[src/rtl/dmem_arbiter.sv]
// Data-memory arbiter: shares one single-port RAM between the load/store unit and a debug/loader port.
// LS has priority for up to MAX_LS_BURST grants while DBG waits. DBG can lock the memory for exclusive use.
module dmem_arbiter #(
   parameter int ADDR_W       = 8,
   parameter int DATA_W       = 32,
   parameter int MAX_LS_BURST = 4
) (
   input  logic              clk,
   input  logic              rst,
   input  logic              ls_req_i,
   input  logic              ls_we_i,
   input  logic [ADDR_W-1:0] ls_addr_i,
   input  logic [DATA_W-1:0] ls_wdata_i,
   output logic              ls_gnt_o,
   output logic              ls_rvalid_o,
   output logic [DATA_W-1:0] ls_rdata_o,
   output logic              ls_stall_o,
   input  logic              dbg_req_i,
   input  logic              dbg_we_i,
   input  logic [ADDR_W-1:0] dbg_addr_i,
   input  logic [DATA_W-1:0] dbg_wdata_i,
   input  logic              dbg_lock_i,
   output logic              dbg_gnt_o,
   output logic              dbg_rvalid_o,
   output logic [DATA_W-1:0] dbg_rdata_o,
   output logic [ADDR_W-1:0] mem_a_o,
   output logic              mem_we_o,
   output logic [DATA_W-1:0] mem_d_o,
   input  logic [DATA_W-1:0] mem_q_i
);

   localparam int                CNT_W   = $clog2(MAX_LS_BURST + 1);
   localparam logic [CNT_W-1:0]  CNT_MAX = CNT_W'(MAX_LS_BURST);

   typedef enum logic [0:0] {ST_ARB = 1'b0, ST_LOCK = 1'b1} state_e;

   state_e            state_q, state_d;
   logic [CNT_W-1:0]  cnt_q, cnt_d, cnt_eff;
   logic              arb_mode, ls_gnt, dbg_gnt;
   logic [ADDR_W-1:0] mem_a_q;
   logic [DATA_W-1:0] mem_d_q;
   logic              ls_rd_q, dbg_rd_q;
   logic [DATA_W-1:0] ls_rdata_q, dbg_rdata_q;

   // The cycle that leaves LOCK is arbitrated as a fresh ARB cycle with an empty burst count.
   always_comb begin
      cnt_eff  = (state_q == ST_LOCK) ? {CNT_W{1'b0}} : cnt_q;
      arb_mode = (state_q == ST_ARB) || !dbg_lock_i;
      ls_gnt   = 1'b0;
      dbg_gnt  = 1'b0;
      if (rst) begin
         ls_gnt  = 1'b0;
         dbg_gnt = 1'b0;
      end else if (arb_mode) begin
         ls_gnt  = ls_req_i && (!dbg_req_i || (cnt_eff != CNT_MAX));
         dbg_gnt = dbg_req_i && !ls_gnt;
      end else begin
         ls_gnt  = 1'b0;
         dbg_gnt = dbg_req_i;
      end

      cnt_d = cnt_eff;
      if (dbg_gnt || !dbg_req_i) begin
         cnt_d = {CNT_W{1'b0}};
      end else if (ls_gnt && (cnt_eff != CNT_MAX)) begin
         cnt_d = cnt_eff + CNT_W'(1);
      end else begin
         cnt_d = cnt_eff;
      end

      state_d = ST_ARB;
      if (dbg_lock_i && (dbg_gnt || (state_q == ST_LOCK))) begin
         state_d = ST_LOCK;
      end else begin
         state_d = ST_ARB;
      end

      mem_a_o  = mem_a_q;
      mem_d_o  = mem_d_q;
      mem_we_o = 1'b0;
      if (dbg_gnt) begin
         mem_a_o  = dbg_addr_i;
         mem_d_o  = dbg_wdata_i;
         mem_we_o = dbg_we_i;
      end else if (ls_gnt) begin
         mem_a_o  = ls_addr_i;
         mem_d_o  = ls_wdata_i;
         mem_we_o = ls_we_i;
      end else begin
         mem_we_o = 1'b0;
      end
   end

   // Read return is qualified by rst so a pending response vanishes as soon as reset is seen.
   assign ls_gnt_o     = ls_gnt;
   assign dbg_gnt_o    = dbg_gnt;
   assign ls_stall_o   = !rst && ls_req_i && !ls_gnt;
   assign ls_rvalid_o  = ls_rd_q && !rst;
   assign dbg_rvalid_o = dbg_rd_q && !rst;
   assign ls_rdata_o   = ls_rvalid_o  ? mem_q_i : ls_rdata_q;
   assign dbg_rdata_o  = dbg_rvalid_o ? mem_q_i : dbg_rdata_q;

   always_ff @(posedge clk) begin
      if (rst) begin
         state_q     <= ST_ARB;
         cnt_q       <= {CNT_W{1'b0}};
         mem_a_q     <= {ADDR_W{1'b0}};
         mem_d_q     <= {DATA_W{1'b0}};
         ls_rd_q     <= 1'b0;
         dbg_rd_q    <= 1'b0;
         ls_rdata_q  <= {DATA_W{1'b0}};
         dbg_rdata_q <= {DATA_W{1'b0}};
      end else begin
         state_q     <= state_d;
         cnt_q       <= cnt_d;
         mem_a_q     <= mem_a_o;
         mem_d_q     <= mem_d_o;
         ls_rd_q     <= ls_gnt && !ls_we_i;
         dbg_rd_q    <= dbg_gnt && !dbg_we_i;
         ls_rdata_q  <= ls_rdata_o;
         dbg_rdata_q <= dbg_rdata_o;
      end
   end

endmodule

[config.mk]
export PLATFORM = sky130hd
export DESIGN_NAME = dmem_arbiter
export DESIGN_NICKNAME = d
export VERILOG_FILES = /design/src/rtl/dmem_arbiter.sv
export SDC_FILE = /design/constraint.sdc
export NUM_CORES = 1
export LEC_CHECK = 0
export ABC_AREA = 1
export CORE_MARGIN = 4
export CORE_UTILIZATION = 30
export DETAILED_ROUTE_END_ITERATION = 16
export GPL_TIMING_DRIVEN = 0
export PLACE_DENSITY = 0.57
export SKIP_CTS_REPAIR_TIMING = 1
export SYNTH_ARGS = -nofsm -noshare
export SYNTH_HDL_FRONTEND = slang
export SYNTH_SLANG_ARGS = --single-unit
export TNS_END_PERCENT = 20
[constraint.sdc]
create_clock -name clk -period 2.6 [get_ports clk]
set_input_delay 0.78 -clock clk [delete_from_list [all_inputs] [get_ports clk]]
set_output_delay 0.78 -clock clk [all_outputs]
set_load 0.005 [all_outputs]
### Yosys cells after proc, flatten, opt, wreduce, memory -nomap -nowiden

Index checks and enable logic that the tools add are counted.

* multiplexer cells: 15
* eq/ne operators: 1
* bitwise operators: 1
* reduce and logical (&&, ||, !) cells: 22
* add/subtract/negate cells: 1

Operator list (count)
* $mux 32: 4
* $mux 8: 2
* $logic_and 1x1->1: 10
* $logic_not 1->1: 7
* $mux 1: 7
* $mux 3: 2
* $logic_or 1x1->1: 4
* $add 3x1->3 const B: 1
* $ne 3x3->1 const B: 1
* $reduce_or 2->1: 1
* $not 1->1: 1

* flip-flop bits (word level): 110
* bits of input ports: 119
* output and inout bits: 110

### Depth between registers and ports, before layout

* depth in word-level cells: 11
* mapped depth: 11

### Worst setup path after synthesis

OpenSTA, ideal clock, no wires.

* kind: input port to output port
* start: input port ls_req_i
* end: output port mem_a_o[4]
* stages: 7
* setup slack: 0.191 ns
* data required time: 1.820 ns
* buffers on the path: 1
* arrival: 1.629 ns
* path through: inv_1 a21oi_2 clkbuf_1 nand4_1 nand3_1 nand2_1 inv_1

* word-level cells in the longest chain between the ends: 6
* elaborated cells between the ends (all ways): 9
* classes of those cells: mux: 6; reduce/logical: 3

RTL lines
* start: declaration: RTL line 10 `input logic ls_req_i,`
* $logic_and 1x1->1 *: RTL line 55 `ls_gnt = ls_req_i && (!dbg_req_i || (cnt_eff != CNT_MAX));`
* $logic_not 1->1: RTL line 56 `dbg_gnt = dbg_req_i && !ls_gnt;`
* $logic_and 1x1->1: RTL line 56
* $mux 1: RTL line 54 `end else if (arb_mode) begin`
* $mux 1: RTL line 51 `if (rst) begin`
* $mux 8 *: RTL line 81 `if (dbg_gnt) begin`
* end: declaration: RTL line 26 `output logic [ADDR_W-1:0] mem_a_o,`

Mark *: on every way between the ends. The rest lies on a longest branch, timed or not.

### Worst setup path in the final report

* start: input port dbg_lock_i
* end: output port mem_d_o[7]

* word-level cells in the longest chain between the ends: 6
* elaborated cells between the ends (all ways): 8
* classes of those cells: mux: 6; reduce/logical: 2

RTL lines
* start: declaration: RTL line 22 `input logic dbg_lock_i,`
* $logic_not 1->1 *: RTL line 48 `arb_mode = (state_q == ST_ARB) || !dbg_lock_i;`
* $logic_or 1x1->1 *: RTL line 48
* $mux 1: RTL line 54
* $mux 1: RTL line 51
* $mux 32: RTL line 85 `end else if (ls_gnt) begin`
* $mux 32 *: RTL line 81
* end: declaration: RTL line 28 `output logic [DATA_W-1:0] mem_d_o,`

Marked as above.

==> results.sh <==
export IMPL_synthSimpleGateAreaFrac_pct=26.72
export IMPL_clockRootBuffer="clkbuf_16"
export IMPL_antenna_cells=0
export IMPL_die_area_sq_um=19830
export IMPL_postPlaceCellArea_sq_um=7845
export IMPL_cts_tree="built"
export IMPL_synthCells=784
export IMPL_p_sw_share_pct=27.15
export IMPL_hold_class="reg2reg"
export IMPL_status="finished, violations left"
export IMPL_fin_crit_ps=2870
export IMPL_grt_total_usage_pct=18.81
export IMPL_p_comb_share_pct=24.4
export IMPL_drt_pass1_iterations=4
export IMPL_synthAdderAreaFrac_pct=0.4729
export IMPL_cts_buffers=9
export IMPL_synth_nets=905
export IMPL_grt_overflow_total=0
export IMPL_grt_max_degree=18
export IMPL_crit_required_ps=1820
export IMPL_synth_top_family_by_area="simple AND/OR/NAND/NOR gates"
export IMPL_hold_slack_ps=468.6
export IMPL_mostFrequentLayoutCells="135 x inv_1, 126 x clkdlybuf4s50_1, 109 x dfxtp_1"
export IMPL_cp_start_kind="input pin"
export IMPL_reg2reg_slack_ps=850
export IMPL_grt_pass1_vias=5758
export IMPL_internal_power_uw=3106
export IMPL_synthXorXnorAreaFrac_pct=0.1655
export IMPL_drc=0
export IMPL_clock_sinks=110
export IMPL_drt_iter0_drc=234
export IMPL_final_area_sq_um=9288
export IMPL_clkPwrFrac_pct=33.2
export IMPL_cts_reportedPaths_clkPinSlew_ps=70
export IMPL_die_height_um=140.8
export IMPL_die_x_um=140.8
export IMPL_gp_congestion=0.8321
export IMPL_finalWorstSetupSlack_ps=-270.3
export IMPL_synth_distinct_cells=20
export IMPL_post_route_period_util_pct=110.4
export IMPL_critPathCaptureType="output pin"
export IMPL_ys_warn_count=0
export IMPL_grt_pass1_wl_mm=30.30
export IMPL_hpwlAfterDp_mm=13.88
export IMPL_avgViaCountPerCell=4.634
export IMPL_syn_avg_cell_area_sq_um=6.749
export IMPL_tightest_slew_ps=607.2
export IMPL_ir_worst_vdd_uv=317.4
export IMPL_skew_ps=8.184
export IMPL_nets=1180
export IMPL_ys_ff_latch=110
export IMPL_wl_mm=19.79
export IMPL_critPathKind="in2out"
export IMPL_dr_total_vias=5969
export IMPL_cts_htree_levels=3
export IMPL_netlist_area_sq_um=5291
export IMPL_arrival_ps=2090
export IMPL_drv_cap=0
export IMPL_clk_path_buf_depth=2
export IMPL_antenna_found_initial=1
export IMPL_start_util_pct=30.59
export IMPL_worst_slew_margin_rel_pct=59.52
export IMPL_seq_area_frac_synth_pct=41.62
export IMPL_port_buffers=227
export IMPL_core_area_sq_um=17300
export IMPL_slew_violations=0
export IMPL_path_max_fanout=7
export IMPL_violations="setup timing"
export IMPL_final_common_cell="inv_1"
export IMPL_setup_viol=51
export IMPL_pwr_share_seq_pct=42.4
export IMPL_ioPinCount=229
export IMPL_p_sw_uw=1158
export IMPL_ant_nets=0
export IMPL_rsz0062_at_grt="true"
export IMPL_clk_latency_ps=350
export IMPL_hold_viol=0
export IMPL_drive_above_1_share_pct=20.51
export IMPL_avgRoutedWirePerCell_um=15.37
export IMPL_rows=48
export IMPL_powerDensity_nw_per_um2=459.1
export IMPL_total_leakage_power_uw=0.005257
export IMPL_fmax_mhz=348.4
export IMPL_synth_compound_area_share_pct=15.49
export IMPL_synthMuxAreaShare_pct=0
export IMPL_areaGrowthSynthToFinish_pct=75.53
[path summary, 6_finish.rpt]
kind                       startpoint  cells after the start                        to
max                        dbg_lock_i                     10                mem_d_o[7]
min          ls_rdata_q[0]$_SDFF_PP0_                      2  ls_rdata_q[0]$_SDFF_PP0_
max reg2reg        state_q$_SDFF_PP0_                     12    mem_d_q[12]$_SDFF_PP0_
min reg2reg  ls_rdata_q[0]$_SDFF_PP0_                      2  ls_rdata_q[0]$_SDFF_PP0_
[per-stage QoR]
stage	util, %	std cells	total power, uW	TNS, ps	setup WS, ps
6_report	53.70	1288	4264	-9671	-270.3
5_1_grt	53.70	1288	4484	-14930	-361.7
3_5_place_dp	45.36	1236	2766	-83870	-1249
2_1_floorplan	-	784	2200	0	190.5
3_3_place_gp	45.36	1236	2768	-82590	-1217
4_1_cts	47.02	1251	4203	-83970	-1250
[worst max-delay path, stage by stage]
cell and delay [ps]:
buf_8 110, a21oi_4 290, nand2_2 110, nand3_4 150, buf_6 140, clkbuf_16 140
nand3_1 70, nand2_1 90, inv_1 40, dlymetal6s2s_1 160
[kinds of logic after synthesis]
family / Yosys count
buf+inv: 210
simple gates: 330
xor+xnor: 1
compound gates: 131
fa+ha+maj: 2
flops: 110
[power by group through the flow]
stage / Combinational [uW] / Sequential, uW / Clock, uW
detailed placement: 928 / 1840 / 0
global placement: 932 / 1840 / 0
global route: 1150 / 1820 / 1520
floorplan: 367 / 1830 / 0
finish: 1040 / 1810 / 1420
CTS: 935 / 1800 / 1470
[area by class of cell]
| class | instances | area [sq um] |
|---|---|---|
| multi-input cells | 465 | 2680 |
| plain buffers | 53 | 450.4 |
| flip-flops and latches | 110 | 2206 |
| clock buffers | 11 | 232.7 |
| clock inverters | 4 | 55.05 |
| inverters | 156 | 598.1 |
| repair buffers | 263 | 2776 |
| repair inverters | 1 | 7.507 |
| fillers | 1720 | 8009 |
| well taps | 225 | 281.5 |
[sequential cells by signal, indices dropped and copies added, names as in the netlist]
| name | cells |
|---|---|
| cnt_q | 3 |
| dbg_rd_q | 1 |
| dbg_rdata_q | 32 |
| ls_rd_q | 1 |
| ls_rdata_q | 32 |
| mem_a_q | 8 |
| mem_d_q | 32 |
| state_q | 1 |
[synthesized netlist by cell type]
library cell / count / area (sq um)
inv_1: 151 / 566.8
nand2_1: 132 / 495.5
dfxtp_1: 110 / 2202
nor2_1: 110 / 412.9
a21oi_1: 66 / 330.3
a211oi_1: 64 / 480.5
nand3_1: 43 / 215.2
nand4_1: 41 / 256.5
clkbuf_1: 34 / 127.6
buf_2: 15 / 75.07
inv_2: 5 / 18.77
buf_4: 4 / 30.03
ha_1: 2 / 25.02
a21oi_2: 1 / 8.760
and3_1: 1 / 6.260
buf_1: 1 / 3.750
nand3_2: 1 / 10.01
nand4_2: 1 / 12.51
nor3_1: 1 / 5.000
xnor2_1: 1 / 8.760
[routing by layer]
metal,global-route usage (%),vias up,wire [um]
li1,-,3051,-
met1,23.08,2690,8533
met2,30.75,212,9094
met3,8.243,14,1985
met4,3.927,2,168
met5,0,-,13
Note: power is estimated with default switching activity, not from simulation.
